==> config.mk <==
export PLATFORM = sky130hd
export DESIGN_NAME = sync_fifo_thresh
export DESIGN_NICKNAME = d
export VERILOG_FILES = /design/src/rtl/sync_fifo_pkg.sv /design/src/rtl/fifo_mem_2p.sv /design/src/rtl/sync_fifo_thresh.sv
export SDC_FILE = /design/constraint.sdc
export NUM_CORES = 1
export LEC_CHECK = 0
export ABC_AREA = 1
export CORE_MARGIN = 1.5
export CORE_UTILIZATION = 46
export CTS_BUF_LIST = sky130_fd_sc_hd__clkbuf_4 sky130_fd_sc_hd__clkbuf_8 sky130_fd_sc_hd__clkbuf_16
export DETAILED_ROUTE_END_ITERATION = 12
export DONT_BUFFER_PORTS = 1
export PLACE_DENSITY = 0.61
export SYNTH_ARGS = -nofsm -noshare
export SYNTH_HDL_FRONTEND = slang
export SYNTH_SLANG_ARGS = --single-unit
==> constraint.sdc <==
create_clock -name clk -period 2.35 [get_ports clk]
set_clock_uncertainty 0.1 [all_clocks]
set_input_delay 0.3525 -clock clk [delete_from_list [all_inputs] [get_ports clk]]
set_output_delay 0.3525 -clock clk [all_outputs]
set_load 0.02 [all_outputs]
==> src/rtl/sync_fifo_pkg.sv <==
// Shared defaults and helper function for the show-ahead threshold FIFO.
// Imported by fifo_mem_2p and sync_fifo_thresh.
package sync_fifo_pkg;

  localparam int DEF_BITWIDTH = 5;
  localparam int DEF_DEPTH    = 4;
  localparam int DEF_AF_LEVEL = 14;
  localparam int DEF_AE_LEVEL = 2;

  // Smallest n such that 2**n >= value; used to size addresses from a word count.
  function automatic int clog2(input int value);
    int result;
    result = 0;
    for (int i = 0; i < 31; i++) begin
      if ((1 << i) < value) result = i + 1;
    end
    return result;
  endfunction

endpackage

==> src/rtl/fifo_mem_2p.sv <==
// Simple two-port storage array: one synchronous write port, one asynchronous read port.
// Holds no reset; the FIFO controller decides which entries are valid.
module fifo_mem_2p
  import sync_fifo_pkg::*;
#(
  parameter int WIDTH = DEF_BITWIDTH,
  parameter int WORDS = 2 ** DEF_DEPTH,
  parameter int AW    = clog2(WORDS)
) (
  input  logic             clk,
  input  logic             i_wr_en,
  input  logic [AW-1:0]    i_wr_addr,
  input  logic [WIDTH-1:0] i_wr_data,
  input  logic [AW-1:0]    i_rd_addr,
  output logic [WIDTH-1:0] o_rd_data
);

  logic [WIDTH-1:0] r_mem [WORDS];

  // NOTE: storage is deliberately left without reset so it maps onto plain RAM;
  // validity of each entry is tracked by the pointers and count in the controller.
  always_ff @(posedge clk) begin
    if (i_wr_en) r_mem[i_wr_addr] <= i_wr_data;
  end

  assign o_rd_data = r_mem[i_rd_addr];

endmodule

==> src/rtl/sync_fifo_thresh.sv <==
// Show-ahead synchronous FIFO with almost-full/almost-empty thresholds and empty bypass.
// Optional sticky overflow/underflow flags are built when FIFO_ERR_FLAGS_EN is defined.
module sync_fifo_thresh
  import sync_fifo_pkg::*;
#(
  parameter int BITWIDTH = DEF_BITWIDTH,
  parameter int DEPTH    = DEF_DEPTH,
  parameter int AF_LEVEL = DEF_AF_LEVEL,
  parameter int AE_LEVEL = DEF_AE_LEVEL
) (
  input  logic                clk,
  input  logic                rst,
  input  logic                wEn,
  input  logic [BITWIDTH-1:0] dIn,
  input  logic                rEn,
  input  logic                flush,
  output logic [BITWIDTH-1:0] dOut,
  output logic                full,
  output logic                empty,
  output logic                almostFull,
  output logic                almostEmpty,
  output logic [DEPTH:0]      count
`ifdef FIFO_ERR_FLAGS_EN
  ,
  input  logic                errClr,
  output logic                overflow,
  output logic                underflow
`endif
);

  localparam int             LP_CAP     = 1 << DEPTH;
  localparam logic [DEPTH:0] LP_CAP_CNT = LP_CAP[DEPTH:0];
  localparam logic [DEPTH:0] LP_AF_CNT  = AF_LEVEL[DEPTH:0];
  localparam logic [DEPTH:0] LP_AE_CNT  = AE_LEVEL[DEPTH:0];

  logic [DEPTH-1:0]    r_wr_ptr;
  logic [DEPTH-1:0]    r_rd_ptr;
  logic [DEPTH:0]      r_count;

  logic                w_full;
  logic                w_empty;
  logic                w_push;
  logic                w_pop;
  logic                w_mem_wr_en;
  logic [BITWIDTH-1:0] w_mem_rd_data;

  // Status decodes come only from the registered count.
  assign w_full  = (r_count == LP_CAP_CNT);
  assign w_empty = (r_count == '0);

  // A pop frees a slot for a simultaneous push, and a push can feed a simultaneous
  // pop through the bypass, so each side is allowed when the other is requested.
  assign w_push      = wEn && (!w_full  || rEn);
  assign w_pop       = rEn && (!w_empty || wEn);
  assign w_mem_wr_en = w_push && !flush && !rst;

  fifo_mem_2p #(
    .WIDTH (BITWIDTH),
    .WORDS (LP_CAP)
  ) u_mem (
    .clk       (clk),
    .i_wr_en   (w_mem_wr_en),
    .i_wr_addr (r_wr_ptr),
    .i_wr_data (dIn),
    .i_rd_addr (r_rd_ptr),
    .o_rd_data (w_mem_rd_data)
  );

  // NOTE: sequential state uses non-blocking assignments so every register samples
  // pre-edge values regardless of statement order.
  always_ff @(posedge clk) begin
    if (rst) begin
      r_wr_ptr <= '0;
      r_rd_ptr <= '0;
      r_count  <= '0;
    end else if (flush) begin
      r_wr_ptr <= '0;
      r_rd_ptr <= '0;
      r_count  <= '0;
    end else begin
      if (w_push) r_wr_ptr <= r_wr_ptr + DEPTH'(1);
      if (w_pop)  r_rd_ptr <= r_rd_ptr + DEPTH'(1);
      unique case ({w_push, w_pop})
        2'b10:   r_count <= r_count + (DEPTH+1)'(1);
        2'b01:   r_count <= r_count - (DEPTH+1)'(1);
        default: r_count <= r_count;
      endcase
    end
  end

  // NOTE: dOut is given a default before the branches so no latch is inferred.
  always_comb begin
    dOut = '0;
    if (!w_empty)  dOut = w_mem_rd_data;
    else if (wEn)  dOut = dIn;
  end

  assign full        = w_full;
  assign empty       = w_empty;
  assign almostFull  = (r_count >= LP_AF_CNT);
  assign almostEmpty = (r_count <= LP_AE_CNT);
  assign count       = r_count;

`ifdef FIFO_ERR_FLAGS_EN
  logic r_overflow;
  logic r_underflow;

  // Sticky until errClr or rst; a flush ignores requests, so it neither sets nor clears them.
  always_ff @(posedge clk) begin
    if (rst || errClr) begin
      r_overflow  <= 1'b0;
      r_underflow <= 1'b0;
    end else if (!flush) begin
      if (wEn && w_full && !rEn)  r_overflow  <= 1'b1;
      if (rEn && w_empty && !wEn) r_underflow <= 1'b1;
    end
  end

  assign overflow  = r_overflow;
  assign underflow = r_underflow;
`endif

endmodule

## Yosys cells after proc, flatten, opt, wreduce, memory -nomap -nowiden

Memories as Yosys holds them, arrays and structs flattened. A register that Yosys moved wholly into a read port is not among the register bits.
Index checks and enable logic that the tools add are counted.

- Register bits: 13
- Bits in writable memories: 80
- Input bits: 10
- Output and inout bits: 14
- Word-level logic and storage cells: 33
- Memories kept: 1

Memory list:

| name | words | bits a word | read ports | clocked after memory_dff | wr ports | line | source |
|---|---|---|---|---|---|---|---|
| u_mem.r_mem | 16 | 5 | 1 | 1 | 1 | fifo_mem_2p.sv:18 | `logic [WIDTH-1:0] r_mem [WORDS];` |

- $add $sub $neg: 4
- Order comparisons: 2
- Eq/ne operators: 3
- Muxes and demuxes: 7
- Reduce and logical (&&, ||, !) cells: 13

Operator list:

| kind | count |
|---|---|
| $mux W5 | 2 |
| $pmux W5 S2 | 1 |
| $add A4 B1 Y4 const B | 2 |
| $mux W4 | 2 |
| $add A5 B1 Y5 const B | 1 |
| $eq A5 B5 Y1 const B | 1 |
| $ge A5 B4 Y1 const B | 1 |
| $le A5 B2 Y1 const B | 1 |
| $logic_not A5 Y1 | 1 |
| $sub A5 B1 Y5 const B | 1 |
| $logic_and A1 B1 Y1 | 4 |
| $logic_not A1 Y1 | 4 |
| $eq A2 B1 Y1 const B | 1 |
| $eq A2 B2 Y1 const B | 1 |
| $logic_or A1 B1 Y1 | 2 |
| $mux W1 | 2 |
| $reduce_bool A2 Y1 | 1 |
| $reduce_or A2 Y1 | 1 |

## Longest topological paths before layout

- Depth after elaboration: 8
- Mapped depth: 12
- Depth with buffers taken out: 12

## Modules after synthesis

A second synthesis with hierarchy kept.

- Cell total of the unflattened synthesis: 488
- Area total of the unflattened synthesis: 4,568.1 um^2

Modules (own cells, without submodules):

| module | times used | cells an instance | area each (um^2) | sequential area each (um^2) |
|---|---|---|---|---|
| fifo_mem_2p | 1 | 350 | 3,590.9 | 2,402.3 |
| sync_fifo_thresh | 1 | 138 | 977.2 | 260.2 |

## Worst setup path before layout

OpenSTA, ideal clock, no wires.

- Path kind: register to register
- Start: reg r_count[4] (netlist: count[4])
- End: reg r_count[4] (netlist: count[4])
- Setup time: 0.070 ns
- Arrival time: 2.158 ns
- Required time: 2.180 ns
- Path slack: 0.022 ns
- Stages on the path, launching flop included: 13
- Buffers on the path: 0
- Period minus slack after synthesis: 2.328 ns
- Cells stage by stage: dfxtp_1 inv_1 nand3_4 o21ai_4 inv_1 ha_1 inv_1 fa_1 nand3b_1 nand2_1 xor2_1 nand2_1 a21oi_1

- Word-level cells in the longest chain between the ends: 6
- Elaborated cells on any way between the ends: 14
- Classes of those cells: 2 x add/sub; 3 x eq/ne; 1 x mux; 8 x reduce/logical

RTL lines:

| element | line | source |
|---|---|---|
| start: declaration | sync_fifo_thresh.sv:38 | `logic [DEPTH:0] r_count;` |
| start signal: assignment | sync_fifo_thresh.sv:84 | `2'b10: r_count <= r_count + (DEPTH+1)'(1);` |
| start signal: assignment | sync_fifo_thresh.sv:85 | `2'b01: r_count <= r_count - (DEPTH+1)'(1);` |
| start signal: assignment | sync_fifo_thresh.sv:86 | `default: r_count <= r_count;` |
| $logic_not A5 Y1 * | sync_fifo_thresh.sv:49 | `assign w_empty = (r_count == '0);` |
| $logic_not A1 Y1 * | n/a |  |
| $logic_or A1 B1 Y1 * | sync_fifo_thresh.sv:54 | `assign w_pop = rEn && (!w_empty \|\| wEn);` |
| $logic_and A1 B1 Y1 * | sync_fifo_thresh.sv:54 |  |
| net w_pop | sync_fifo_thresh.sv:43 | `logic w_pop;` |
| $eq A2 B1 Y1 or $eq A2 B2 Y1 (tied branches) | sync_fifo_thresh.sv:83 | `unique case ({w_push, w_pop})` |
| $pmux W5 S2 or $reduce_bool A2 Y1 (tied branches) | n/a |  |

The timed path passes the listed nets; every way through them passes the cells marked *.
A chain may end at the register's enable or synchronous reset.

==> implementation parameters <==
Parameter                              Value

Synthesis
  Post-synthesis cell count    about 470
  Synthesized net count    494
  Number of distinct library cells after synthesis    27
  Part of the Yosys area used for sequential elements    0.611
  Post-synthesis average cell area    between 9 and 10 um^2
  Top cell type's share of synthesized area    0.535
  Register bit count reported by yosys    97
  Synthesis Warnings    0
  Biggest area contributors in the synthesized netlist    sky130_fd_sc_hd__edfxtp_1, sky130_fd_sc_hd__nand2_1, sky130_fd_sc_hd__nand3_1, sky130_fd_sc_hd__dfxtp_1, sky130_fd_sc_hd__inv_1
  Post-synthesis cell type with the largest combined area    sky130_fd_sc_hd__edfxtp_1
  Syn Std Cell Area    about 4500 um^2

STA
  Hold violation total from the final report    0
  Period utilisation layout    0.943
  Slew at the pin with the worst max-slew slack    0.789 ns
  Fmax    0.451 GHz
  Relative slew margins    0.472
  Finish-stage setup viols    0
  Pins Over Slew Limit    0
  Min cycle time layout    about 2.2 ns

Pwr
  Total power after layout    3.34 mW
  Combinational group share of total power    0.118
  Clock group share of total power    0.317
  Relative contribution of sequential cells to total power    0.565
  Max VDD drop    0.327 mV
  Total internal power    2.48 mW
  Share of total power consumed by net switching    0.255
  Net switching power    0.851 mW
  Power per unit of standard cell area    665 nW/um^2
  Static Leakage    about 2.1 nW

Worst setup path
  Critical Path Sink Type    output port
  Count of buffer and inverter cells on the critical path    2
  Cell with the largest stage delay on the worst path    sky130_fd_sc_hd__dfxtp_1
  Crit path cell chain    clkinvlp_4 -> buf_4 -> nand3_1 -> nand3_1 -> nand3_1 -> nand2_1 -> nand2_1 -> nand2_1
  Path type of the worst setup path    reg -> out
  Delay of the slowest critical-path stage    ~0.38 ns
  Largest fanout of any net on the critical path    11
  Top cell family by delay on the critical path    simple AND/OR/NAND/NOR gates
  Setup crit start kind    flop
  Arrival time of data at the critical path endpoint    1.76 ns
  Data required time of the critical path    between 1.5 and 2 ns

Die
  Die Span X    between 100 and 150 um
  FP Rows    35
  Placeable core region    9370 um^2
  Die ar.    roughly 10000 um^2
  I/O Pins    24
  Initial cell density of the core    0.479
  Die height    102 um

Route
  Routed Antenna Nets    0
  TritonRoute pass-1 iters    4
  Average detailed-routed wire length per instance    15.8 um
  Total Wirelength    9870 um
  Via/cell ratio    4.98
  Drt initial violations    133
  Detailed-route DRC error count    0
  Vias    roughly 3.1k

GRT
  Global Route met3 Usage    0.0397
  M1 GR Usage    0.288
  Residual overflow from global routing    0
  Number of global-route vias before repair    between 2k and 3k
  First-pass GRT wire length    15300 um
  Initial antenna violation count    3
  GR met2 Demand/Resource    0.320
  Global route hottest layer    met2
  Global-route total usage across every layer    0.206
  Pin count of the biggest net entering global routing    35

Final layout
  Most frequent cells in the layout    sky130_fd_sc_hd__nand2_1, sky130_fd_sc_hd__inv_1, sky130_fd_sc_hd__edfxtp_1, sky130_fd_sc_hd__nand3_1, sky130_fd_sc_hd__nor2_1
  Proportion of layout cells with a drive suffix above 1    0.103
  Antenna cell count    0
  Most common cell after layout, fill and taps aside    sky130_fd_sc_hd__nand2_1
  Area growth, synth to finish    11.6%
  Post-Layout Cell Count    626
  Number of nets in the final layout    roughly 510

Placed design
  Port Buffers    0
  Total instance count after detailed placement    604
  Post-detail-place hpwl    roughly 6300 um
  Routability cong.    0.791

Clock network
  Htree depth    3
  Clock Pin Slew Worst Setup and Hold Paths    0.09 ns
  Maximum root-to-sink buffer count    2
  Insertion delay to the later sink of the worst-skew pair    between 0.3 and 0.4 ns
  Inserted Clock Buffers    9
  # clock sinks    97
  TritonCTS clock tree    built
  Cell at the root of the clock tree    sky130_fd_sc_hd__clkbuf_8

Job
  Max capacitance violation total    0

Hold path
  Class of the tightest hold or removal check    in -> reg

Status
  Outcome    completed
[cell usage after synthesis]
cell type	number
sky130_fd_sc_hd__nand2_2	4
sky130_fd_sc_hd__nand2_1	129
sky130_fd_sc_hd__clkbuf_2	1
sky130_fd_sc_hd__dfxtp_1	17
sky130_fd_sc_hd__ha_1	9
sky130_fd_sc_hd__o21ai_4	2
sky130_fd_sc_hd__buf_1	1
sky130_fd_sc_hd__nor2_1	23
sky130_fd_sc_hd__o21ai_1	2
sky130_fd_sc_hd__nand3_4	1
sky130_fd_sc_hd__nor2_4	2
sky130_fd_sc_hd__inv_2	2
sky130_fd_sc_hd__clkinv_1	1
sky130_fd_sc_hd__o21ai_0	8
sky130_fd_sc_hd__edfxtp_1	80
sky130_fd_sc_hd__nand3_1	72
sky130_fd_sc_hd__o31ai_1	1
sky130_fd_sc_hd__a21oi_1	14
sky130_fd_sc_hd__clkbuf_1	4
sky130_fd_sc_hd__nor3_1	2
sky130_fd_sc_hd__inv_1	81
sky130_fd_sc_hd__nand3b_1	1
sky130_fd_sc_hd__xor2_1	4
sky130_fd_sc_hd__nand3_2	1
sky130_fd_sc_hd__buf_2	10
sky130_fd_sc_hd__fa_1	1
sky130_fd_sc_hd__xnor2_1	1
[metrics by stage]
stage	hold slack (ns)	setup WS, ns	utilization	cell area, um^2	setup TNS (ns)
after floorplan	0.351	0.0218	-	4490	0
after global placement	0.353	0.157	0.504	4720	0
after detailed placement	0.352	0.0599	0.504	4720	0
after CTS	0.147	0.0355	0.530	4960	0
after global routing	0.164	-0.000253	0.535	5010	-0.000253
final	0.162	0.134	0.535	5010	0
[worst paths after layout]
check                endpoint  cells past startpoint  slack [ns]      from
setup / recovery      dOut[3]                      8        0.13      flop
hold reg to reg      count[4]                      2        0.41  count[4]
setup reg to reg     count[4]                     11        0.18  count[2]
hold / removal    r_rd_ptr[0]                      3        0.16       rEn
[worst min-delay path, cell delays in order]
cell and delay (ns):
sky130_fd_sc_hd__o21ai_4 0.04, sky130_fd_sc_hd__buf_4 0.13, sky130_fd_sc_hd__a21oi_1 0.06
[metal layers]
metal	routed length, um	vias up
met5	0	-
met4	193	0
met3	621	14
met2	4560	78
met1	4500	1464
li1	-	1564
[power groups by stage]
stage | combinational [mW] | clock [mW] | sequential [mW]
after global placement | 0.339 | 0 | 1.92
after detailed placement | 0.346 | 0 | 1.92
after global routing | 0.434 | 1.15 | 1.89
after floorplan | 0.247 | 0 | 1.93
final | 0.394 | 1.06 | 1.88
after CTS | 0.379 | 1.08 | 1.88
[final cells by class]
class	count	area [um^2]
clock buffers	9	124
inverters	84	319
well taps	129	161
flip-flops and latches	97	2740
clock inverters	7	71.3
multi-input cells	277	1380
repair buffers	23	215
fillers	862	4360
[what timing repair did]
| action | 4_1_cts | 5_1_grt |
|---|---|---|
| endpoints found under the setup margin | 0 | 6 |
| gates resized for setup | 0 | 6 |
| hold endpoints to repair | 80 | 0 |
| buffers inserted | 0 | 0 |
| hold buffers | 5 | 0 |
[registers in the layout, indices dropped and copies added (netlist names), named ones only]
register     cells
u_mem.r_mem     80
r_wr_ptr         4
r_rd_ptr         4
count            5
[kinds of logic (layout without fill, tap and decap cells)]
group | count (synthesis) | after routing | share of synthesized area
simple gates | 235 | 235 | 0.228
compound gates | 27 | 27 | 0.0357
xor+xnor | 5 | 5 | 0.00975
fa+ha+maj | 10 | 10 | 0.0295
flops | 97 | 97 | 0.611
buf+inv | 100 | 123 | 0.0866
(Power assumes the default switching activity.)
==> RTL change (config.mk and constraints unchanged) <==
The option `FIFO_ERR_FLAGS_EN` is turned on by a define.
--- a/src/rtl/sync_fifo_thresh.sv
+++ b/src/rtl/sync_fifo_thresh.sv
@@ -1,4 +1,6 @@
 // Show-ahead synchronous FIFO with almost-full/almost-empty thresholds and empty bypass.
 // Optional sticky overflow/underflow flags are built when FIFO_ERR_FLAGS_EN is defined.
+`define FIFO_ERR_FLAGS_EN
+
 module sync_fifo_thresh
   import sync_fifo_pkg::*;
Interface: changed (added errClr, overflow and underflow); port bits go from 24 to 27. No check against the original RTL was run, so the function may have changed too.
==> RTL change against the original RTL <==
Cell area shrank 2.0%; worst setup slack lost 0.045 ns; synthesized cell count shrank 13%; area after synthesis shrank 2.5%; register-to-register slack lost 0.07 ns; routed wire length shrank 5.7%; sequential cell count grew 2; power grew 5.3%; largest cell class unchanged.
==> RTL change: results <==
metrics = {
    "placement": {
        "hpwl_um": 5804,
        "place_area_um2": 4599,
        "gp_congestion": 0.7981,
    },
    "global_routing": {
        "grt_max_degree": 76,
        "use_met1": 0.2595,
        "grt_use_met3": 0.03675,
    },
    "yosys": {
        "ys_seq_area_frac": 0.6351,
        "synthTopCellsByArea": "edfxtp_1 (55%), dfxtp_1 (8.7%), inv_1 (5.3%)",
        "syn_nets": 432,
        "synth_common_cells": "edfxtp_1 (80), inv_1 (62), nand2_1 (43)",
        "synth_compound_area_frac": 0.1168,
        "synth_cell_types": 28,
    },
    "drt": {
        "drtIter0Drc": 151,
        "via_per_inst": 5.226,
        "dr.pass1.iters": 5,
        "drt_wl_total_um": 9307,
    },
    "pwr": {
        "cellLeakagePower_nw": 1.803,
    },
    "final_layout": {
        "drive_gt1_frac": 0.1129,
        "multi_input_area_share": 0.2624,
        "seqCellArea_um2": 2786,
        "finish.net_count": 448,
        "clockBufferCount": 13,
        "clock_cell_area_share": 0.04330,
        "multi_input_gates": 233,
        "buffer_area_frac": 0.04483,
    },
    "critical_path": {
        "crit_arrival_ns": 1.81,
    },
    "outcome": {
        "outcome": "completed",
    },
}
[RTL change: critical path: stages, from the launching register on]
cell and delay, ns:
dfxtp_4 0.39, clkbuf_16 0.22, a21oi_1 0.15, o21ai_0 0.09
nand3_1 0.10, nand3_1 0.10, a31oi_1 0.23, buf_4 0.18
[RTL change: power by group]
part / internal, mW / switching, mW
registers: 1.91 / 0.0165
clock network: 0.577 / 0.550
logic: 0.163 / 0.300
total: 2.65 / 0.866
[RTL change: worst paths after layout]
| path | to | slack, ns | start |
|---|---|---|---|
| max reg2reg | count[4] | 0.11 | count[3] |
| max | dOut[3] | 0.09 | flop |
| min reg2reg | r_rd_ptr[2] | 0.39 | r_rd_ptr[2] |
| min | overflow | 0.06 | errClr |
[RTL change: cell families after synthesis]
family	Yosys count
AO/OA/AOI/OAI	90
flip-flops	99
adder cells (fa/ha/maj)	8
buffers and inverters	81
XOR/XNOR	5
AND/OR/NAND/NOR	130
